==> src/rtl/dnn_pkg.sv <==
// Shared constants and helpers for the DNN output-side monitoring blocks.
package dnn_pkg;

  localparam int FIRST_OUT_IDX = 2;

  function automatic int cpc_of(input int n0, input int fo0, input int z0);
    return n0 * fo0 / z0 + 2;
  endfunction

  localparam int DEF_CPC    = cpc_of(16, 1, 1);
  localparam int DEF_WINDOW = 100;
  localparam int DEF_IDX_W  = $clog2(DEF_CPC);
  localparam int DEF_WCNT_W = $clog2(DEF_WINDOW + 1);

endpackage

==> src/rtl/output_scoreboard_window_history.sv <==
// WINDOW-deep history of case results with a running population count.
module window_history
  import dnn_pkg::*;
#(
  parameter int WINDOW = DEF_WINDOW
) (
  input  logic                           clk,
  input  logic                           reset,
  input  logic                           clr,
  input  logic                           shift_en,
  input  logic                           bit_in,
  output logic [$clog2(WINDOW+1)-1:0]    count
);

  localparam int CW = $clog2(WINDOW + 1);

  logic [WINDOW-1:0] hist_q, hist_d;
  logic [CW-1:0]     count_q, count_d;

  // next-state: the count tracks the shift so it never needs a full popcount
  always_comb begin
    hist_d  = hist_q;
    count_d = count_q;
    if (clr) begin
      hist_d  = '0;
      count_d = '0;
    end else if (shift_en) begin
      hist_d  = {hist_q[WINDOW-2:0], bit_in};
      count_d = count_q + CW'(bit_in) - CW'(hist_q[WINDOW-1]);
    end else begin
      hist_d  = hist_q;
      count_d = count_q;
    end
  end

  // history and count registers
  always_ff @(posedge clk or posedge reset) begin
    if (reset) begin
      hist_q  <= '0;
      count_q <= '0;
    end else begin
      hist_q  <= hist_d;
      count_q <= count_d;
    end
  end

  assign count = count_q;

endmodule

==> src/rtl/output_scoreboard.sv <==
// Per-case classification check of the output-layer stream with running
// case/error counters and a recent-accuracy window.
module output_scoreboard
  import dnn_pkg::*;
#(
  parameter int CPC       = DEF_CPC,
  parameter int OUT_W     = 1,
  parameter int WINDOW    = DEF_WINDOW,
  parameter int CNT_W     = 32,
  parameter int MAX_CASES = 100000
) (
  input  logic                          clk,
  input  logic                          reset,
  input  logic                          clr,
  input  logic [$clog2(CPC)-1:0]        cycle_index,
  input  logic [OUT_W-1:0]              a_out,
  input  logic [OUT_W-1:0]              y_out,
  output logic                          case_valid,
  output logic                          case_correct,
  output logic [CNT_W-1:0]              total_cases,
  output logic [CNT_W-1:0]              total_errors,
  output logic [$clog2(WINDOW+1)-1:0]   recent_correct,
  output logic                          done
);

  localparam int IDX_W = $clog2(CPC);
  localparam logic [IDX_W-1:0] FIRST_IDX = IDX_W'(FIRST_OUT_IDX);
  localparam logic [IDX_W-1:0] LAST_IDX  = IDX_W'(CPC - 1);
  localparam logic [CNT_W-1:0] MAX_CNT   = CNT_W'(MAX_CASES);
  localparam logic [CNT_W-1:0] CNT_ONES  = {CNT_W{1'b1}};
  localparam logic [CNT_W-1:0] CNT_ONE   = {{(CNT_W-1){1'b0}}, 1'b1};

  function automatic logic [CNT_W-1:0] sat_inc(input logic [CNT_W-1:0] v, input logic en);
    return (en && (v != CNT_ONES)) ? v + CNT_ONE : v;
  endfunction

  logic mismatch_s, sample_s, close_s, final_err_s, publish_s;
  logic err_acc_q, err_acc_d, armed_q, armed_d;
  logic case_valid_q, case_valid_d, case_correct_q, case_correct_d, done_q, done_d;
  logic [CNT_W-1:0] total_cases_q, total_cases_d, total_errors_q, total_errors_d;

  // sample accumulation, case close and counter updates
  always_comb begin
    mismatch_s     = |(a_out ^ y_out);
    sample_s       = (cycle_index >= FIRST_IDX);
    close_s        = sample_s && (cycle_index == LAST_IDX) && armed_q;
    final_err_s    = err_acc_q | mismatch_s;
    publish_s      = close_s && !done_q && !clr;
    err_acc_d      = err_acc_q;
    armed_d        = armed_q;
    case_valid_d   = 1'b0;
    case_correct_d = case_correct_q;
    total_cases_d  = total_cases_q;
    total_errors_d = total_errors_q;
    done_d         = done_q;
    if (clr) begin
      err_acc_d      = 1'b0;
      armed_d        = 1'b0;
      case_correct_d = 1'b0;
      total_cases_d  = '0;
      total_errors_d = '0;
      done_d         = 1'b0;
    end else if (!sample_s) begin
      // index 0/1: either the normal gap or an aborted block; drop any partial case
      err_acc_d = 1'b0;
      armed_d   = 1'b0;
    end else if (close_s) begin
      err_acc_d = 1'b0;
      armed_d   = 1'b0;
      if (publish_s) begin
        case_valid_d   = 1'b1;
        case_correct_d = ~final_err_s;
        total_cases_d  = sat_inc(total_cases_q, 1'b1);
        total_errors_d = sat_inc(total_errors_q, final_err_s);
        done_d         = (total_cases_d == MAX_CNT);
      end else begin
        case_valid_d = 1'b0;
      end
    end else begin
      err_acc_d = final_err_s;
      armed_d   = armed_q | (cycle_index == FIRST_IDX);
    end
  end

  // state and output registers
  always_ff @(posedge clk or posedge reset) begin
    if (reset) begin
      err_acc_q      <= 1'b0;
      armed_q        <= 1'b0;
      case_valid_q   <= 1'b0;
      case_correct_q <= 1'b0;
      total_cases_q  <= '0;
      total_errors_q <= '0;
      done_q         <= 1'b0;
    end else begin
      err_acc_q      <= err_acc_d;
      armed_q        <= armed_d;
      case_valid_q   <= case_valid_d;
      case_correct_q <= case_correct_d;
      total_cases_q  <= total_cases_d;
      total_errors_q <= total_errors_d;
      done_q         <= done_d;
    end
  end

  window_history #(.WINDOW(WINDOW)) u_hist (
    .clk      (clk),
    .reset    (reset),
    .clr      (clr),
    .shift_en (publish_s),
    .bit_in   (~final_err_s),
    .count    (recent_correct)
  );

  assign case_valid   = case_valid_q;
  assign case_correct = case_correct_q;
  assign total_cases  = total_cases_q;
  assign total_errors = total_errors_q;
  assign done         = done_q;

endmodule

==> config.mk <==
export PLATFORM = sky130hd
export DESIGN_NAME = output_scoreboard
export DESIGN_NICKNAME = d
export VERILOG_FILES = /design/src/rtl/dnn_pkg.sv /design/src/rtl/output_scoreboard_window_history.sv /design/src/rtl/output_scoreboard.sv
export SDC_FILE = /design/constraint.sdc
export NUM_CORES = 1
export LEC_CHECK = 0
export ABC_CLOCK_PERIOD_IN_PS = 16200
export CELL_PAD_IN_SITES_DETAIL_PLACEMENT = 1
export CELL_PAD_IN_SITES_GLOBAL_PLACEMENT = 2
export CORE_UTILIZATION = 38
export CTS_BUF_LIST = sky130_fd_sc_hd__clkbuf_4 sky130_fd_sc_hd__clkbuf_8 sky130_fd_sc_hd__clkbuf_16
export DETAILED_ROUTE_END_ITERATION = 16
export PLACE_DENSITY_LB_ADDON = 0.1
export SLEW_MARGIN = 20
export SYNTH_ARGS = -nofsm -noshare
export SYNTH_HDL_FRONTEND = slang
export SYNTH_SLANG_ARGS = --single-unit
==> constraint.sdc <==
create_clock -name clk -period 16.2 [get_ports clk]
set_clock_uncertainty 0.15 [all_clocks]
set_input_delay 3.24 -clock clk [delete_from_list [all_inputs] [get_ports clk]]
set_output_delay 3.24 -clock clk [all_outputs]
set_load 0.1 [all_outputs]
# Yosys cells after proc, flatten, opt, wreduce, memory -nomap -nowiden
# Cells that the tools add are included.
# totals
inputBits	10
regBits	176
# classes
bitwise	4
n_addsub	4
order_cmp	1
n_reduce_logical	13
n_eq_ne	5
n_mux	32
# op_table
cell	n
$mux 32	10
$mux 100	2
$add 32x1->32 const B	2
$ne 32x32->1 const B	2
$eq 32x17->1 const B	1
$mux 1	18
$mux 7	2
$reduce_bool 2->1	4
$add 7x1->7	1
$sub 7x1->7	1
$eq 5x2->1 const B	1
$eq 5x5->1 const B	1
$ge 5x2->1 const B	1
$logic_and 1x1->1	5
$reduce_and 4->1	1
$reduce_and 3->1	1
$logic_not 1->1	2
$or 1x1->1	2
$not 1->1	1
$xor 1x1->1	1

# Depth between registers and ports, before layout
# logic_depth
ltp_word	9
mapped_depth	16
ltp_nobuf	16

# Cells and area by module
# From an unflattened synthesis, not the netlist that was laid out.
# hier_totals
cells_unflattened	872
hier_area_um2	8844.7
# by_module_without_submodules
module	area_each_um2	cells_per_inst	instances	seq_area_each_um2
window_history	4575.6	384	1	2677.6
output_scoreboard	4269.1	488	1	1726.7

# Worst setup path after synthesis
# No wires, ideal clock.
# synth_timing
path_kind	input -> register
from	input y_out
to	register u_hist.count_q[6], in the netlist u_hist.count[6]
slack_ns	10.417
stages	16
arrival_time_ns	5.501
path_cell_list	xnor2_1 > nor2b_1 > inv_1 > ha_1 > inv_1 > ha_1 > inv_1 > fa_1 > nor2b_1 > o21ai_0 > a21oi_1 > o21ai_0 > and3_1 > o21ai_0 > xor2_1 > nor2_1
# synth_between
elab_chain_len	7
# synth_lines
item	line	rtl
from (decl)	output_scoreboard.sv:17	input logic [OUT_W-1:0] y_out,
$xor 1x1->1	output_scoreboard.sv:44	mismatch_s = |(a_out ^ y_out);
$or 1x1->1	output_scoreboard.sv:47	final_err_s = err_acc_q | mismatch_s;
$not 1->1	output_scoreboard.sv:111	.bit_in (~final_err_s),
$add 7x1->7	output_scoreboard_window_history.sv:29	count_d = count_q + CW'(bit_in) - CW'(hist_q[WINDOW-1]);
$sub 7x1->7	output_scoreboard_window_history.sv:29	
$mux 7	output_scoreboard_window_history.sv:27	end else if (shift_en) begin
$mux 7	output_scoreboard_window_history.sv:24	if (clr) begin
to (signal assigned)	output_scoreboard_window_history.sv:43	count_q <= count_d;
to (decl)	output_scoreboard_window_history.sv:18	logic [CW-1:0] count_q, count_d;
# Every way passes these cells. The select of a mux whose other input is x is not followed.
# A chain may end at the register's enable or synchronous reset.

# Final worst setup path
# Ends and elaborated chain as after synthesis.

==> impl_metrics.ini <==
[cts]
clock_latency_ns = 0.43
tritoncts = built
ctsHoldBuffers = 0
clk_pin_slew_ns = 0.07
cts-buffers-inserted = 17
cts_sinks = 176
post_cts_buffers = 0
htree_levels = 4
cts_root_buffer = clkbuf_16
ctsResizeCount = 0
clk_path_buf_depth = 2

[critical_path]
cp_cell_sequence = clkdlybuf4s50_1, xnor2_1, nor2b_1, inv_1, ha_1, inv_1, ha_1, inv_1, fa_1, nor2b_1, o21ai_0, a21oi_1, o21ai_0, and3_1, o21ai_0, xor2_1, nor2_1
critPathLaunchType = input port
worstRegToRegCells = 9
worstSetupPathType = input port to flop
cp_max_fo = 3
required_ns = 16.32
arrival_ns = 6.32
reg2reg_to = done$_DFFE_PP0P_
r2r-start = total_cases[0]$_DFFE_PP0P_
critPathSlowestCell = clkdlybuf4s50_1
crit_path_end_kind = flop
ff2ff_setup_slack_ns = 12.45
max_stage_delay_ns = 0.47

[sta]
setup-tns-final_ns = 0
setup_viol = 0
maxSlewHeadroom_pct = 28.2
tightest_slew_ns = 1.08
fmax_mhz = 161
hold_viol = 0
whs_ns = 0.367
rsz0062_at_grt = false
min_period_ns = 6.20
fin_crit_sh_pct = 38.3
finalMaxSlewViolations = 0

[finish]
insertedDiodeCount = 0
drive_above_1_share_pct = 5.10
syn_to_final_growth_pct = 19.2
num-fill-cells = 2518
fin_cells = 1300
nets = 1028
stdcell_area_um2 = 10000

[synth]
synth_top_family_by_area = simple AND/OR/NAND/NOR gates
syn_area_per_cell_um2 = 8.81
synth-edff-count = 0
synth_compound_area_share_pct = 11.0
synth_xor_xnor_area_share_pct = 6.65
yosys_warnings = 0
synthMuxAreaShare_pct = 0.252
synthArstFlopShare_pct = 100
postSynthCellCount = 957
yosysTopAreaCell = dfrtp_1
ys_types = 53
syn_nets = 977
synth_fa_ha_area_share_pct = 1.57
synth_area_leaders = dfrtp_1 52%, nand2_1 11%, a21oi_1 7.9%
synth_top_area_share_pct = 52.2
synth-seq-area-share_pct = 52.2
synthFlopType = dfrtp_1
syn-cell-area_um2 = 8430
synth-simple-area-share_pct = 24.6
synth_seq_cells = 176

[drt]
first_pass_iters = 4
antenna_left = 0
wl_per_cell_um = 16.4
vias_per_cell = 5.25
drt_iter0_drc = 447
vias = 6819
drc_errors = 0
routed_wl_um = 21300

[pwr]
peakVddDrop_v = 0.0000570
power.density_nw_per_um2 = 88.7
leakage_nw = 4.00

[worst_hold_path]
whs_path_depth = 2
min_to = u_hist.hist_q[4]$_DFFE_PP0P_
hold_start = u_hist.hist_q[3]$_DFFE_PP0P_
min_path_type = flop to flop

[placed_design]
dp.final_hpwl_um = 13400
dpl_cell_area_um2 = 9450
io_buffers = 83
place_congestion = 0.788
dp.cells = 1269

[job]
drv_cap = 0

[floorplanning]
ios = 84
initial_utilization_pct = 38.7
rows = 54
die_h_um = 151
die_area_um2 = 22800
core_area_um2 = 21800
die_w_um = 151

[global_route]
grt.overflow.total = 0
grt_pass1_wl_um = 36200
grt_max_degree = 102
antenna_found_initial = 0
track_usage_pct = 20.1
grt_pass1_vias = 6941

[outcome]
status = finished clean
worst max-delay path, delay by kind of cell:
family,cells,cell delay (ns)
and+or+nand+nor,4,0.63
buffers and inverters,4,0.68
adders and majority gates,3,0.84
AOI/OAI and AO/OA,4,0.59
xor gates and xnor gates,2,0.32
layout by cell type (no fill, tap or decap), drive strengths merged, types with 3 or more instances in the layout:
master and n:
xnor2 29, clkdlybuf4s50 82, o21ai 23, and4 5
ha 9, and2 6, a41oi 3, buf 7
nor2b 3, xor2 35, nand3b 3, inv 29
or3 22, nor4 5, clkinv 5, clkbuf 17
nand3 36, a21oi 133, nand4 22, nand2 249
and3 13, nor2 65, dfrtp 176, nor3 11
kinds of logic (layout without fill, tap and decap cells):
group                    after synthesis  count (layout)
adder cells (fa/ha/maj)               10              10
AO/OA/AOI/OAI                        173             173
buffers and inverters                 79             142
AND/OR/NAND/NOR                      453             453
flip-flops                           176             176
multiplexers                           2               2
XOR/XNOR                              64              64
cell type report:
type                            count  area [um^2]  share of cell area (%)
Sequential cell                   176         4400                    43.8
Multi-Input combinational cell    702         3730                    37.2
Timing Repair Buffer               89          877                    8.73
Clock buffer                       17          425                    4.24
Tap cell                          280          350                    3.49
Clock inverter                     14          168                    1.67
Inverter                           22         87.6                   0.872
through the flow:
stage | power [mW] | util, % | setup slack [ns]
after floorplan | 0.475 | - | 8.04
after global placement | 0.487 | 43.4 | 9.62
after detailed placement | 0.487 | 43.4 | 9.52
after CTS | 0.908 | 46.2 | 9.94
after global routing | 0.927 | 46.2 | 9.68
final | 0.891 | 46.2 | 10.0
cells in the mapped netlist, drive strengths merged (3+ instances only):
master and instances:
nand2 249, dfrtp 176, a21oi 133, nor2 65
clkbuf 51, nand3 36, xor2 35, xnor2 29
o21ai 23, inv 22, nand4 22, or3 22
and3 13, nor3 11, ha 9, and2 6
buf 6, and4 5, nor4 5, a41oi 3
nand3b 3, nor2b 3
registers in the layout, indices dropped and copies added (netlist names):
| signal | count |
|---|---|
| u_hist.hist_q | 100 |
| total_cases | 32 |
| total_errors | 32 |
| u_hist.count | 7 |
| armed_q | 1 |
| case_correct | 1 |
| case_valid | 1 |
| done | 1 |
| err_acc_q | 1 |
how the worst max path moves through the flow:
stage,from,endpoint,slack (ns),depth (start not counted)
floorplan,reset,armed_q$_DFF_PP0_,8.04,1
global placement,cycle_index[1],total_errors[10]$_DFFE_PP0P_,9.62,9
detailed placement,y_out,u_hist.count[6]$_DFFE_PP0P_,9.52,17
CTS,y_out,u_hist.count[6]$_DFFE_PP0P_,9.94,17
global route,y_out,u_hist.count[6]$_DFFE_PP0P_,9.68,17
finish,y_out,u_hist.count[6]$_DFFE_PP0P_,10.0,17
report_power, final:
group / total [mW] / leakage (nW) / switching (mW) / internal [mW]
combinational: 0.0344 / 1.25 / 0.0277 / 0.00672
sequential: 0.443 / 2.46 / 0.00268 / 0.440
clock: 0.414 / 0.288 / 0.194 / 0.220
per-layer routing:
metal | vias to the layer above | global-route usage, % | wire length (um)
met2 | 72 | 31.6 | 9890
met3 | 15 | 3.25 | 479
li1 | 3300 | - | -
met5 | - | 0 | 0
met4 | 0 | 5.75 | 242
met1 | 3432 | 28.4 | 10700
No activity file was read; power rests on OpenSTA's default activity.
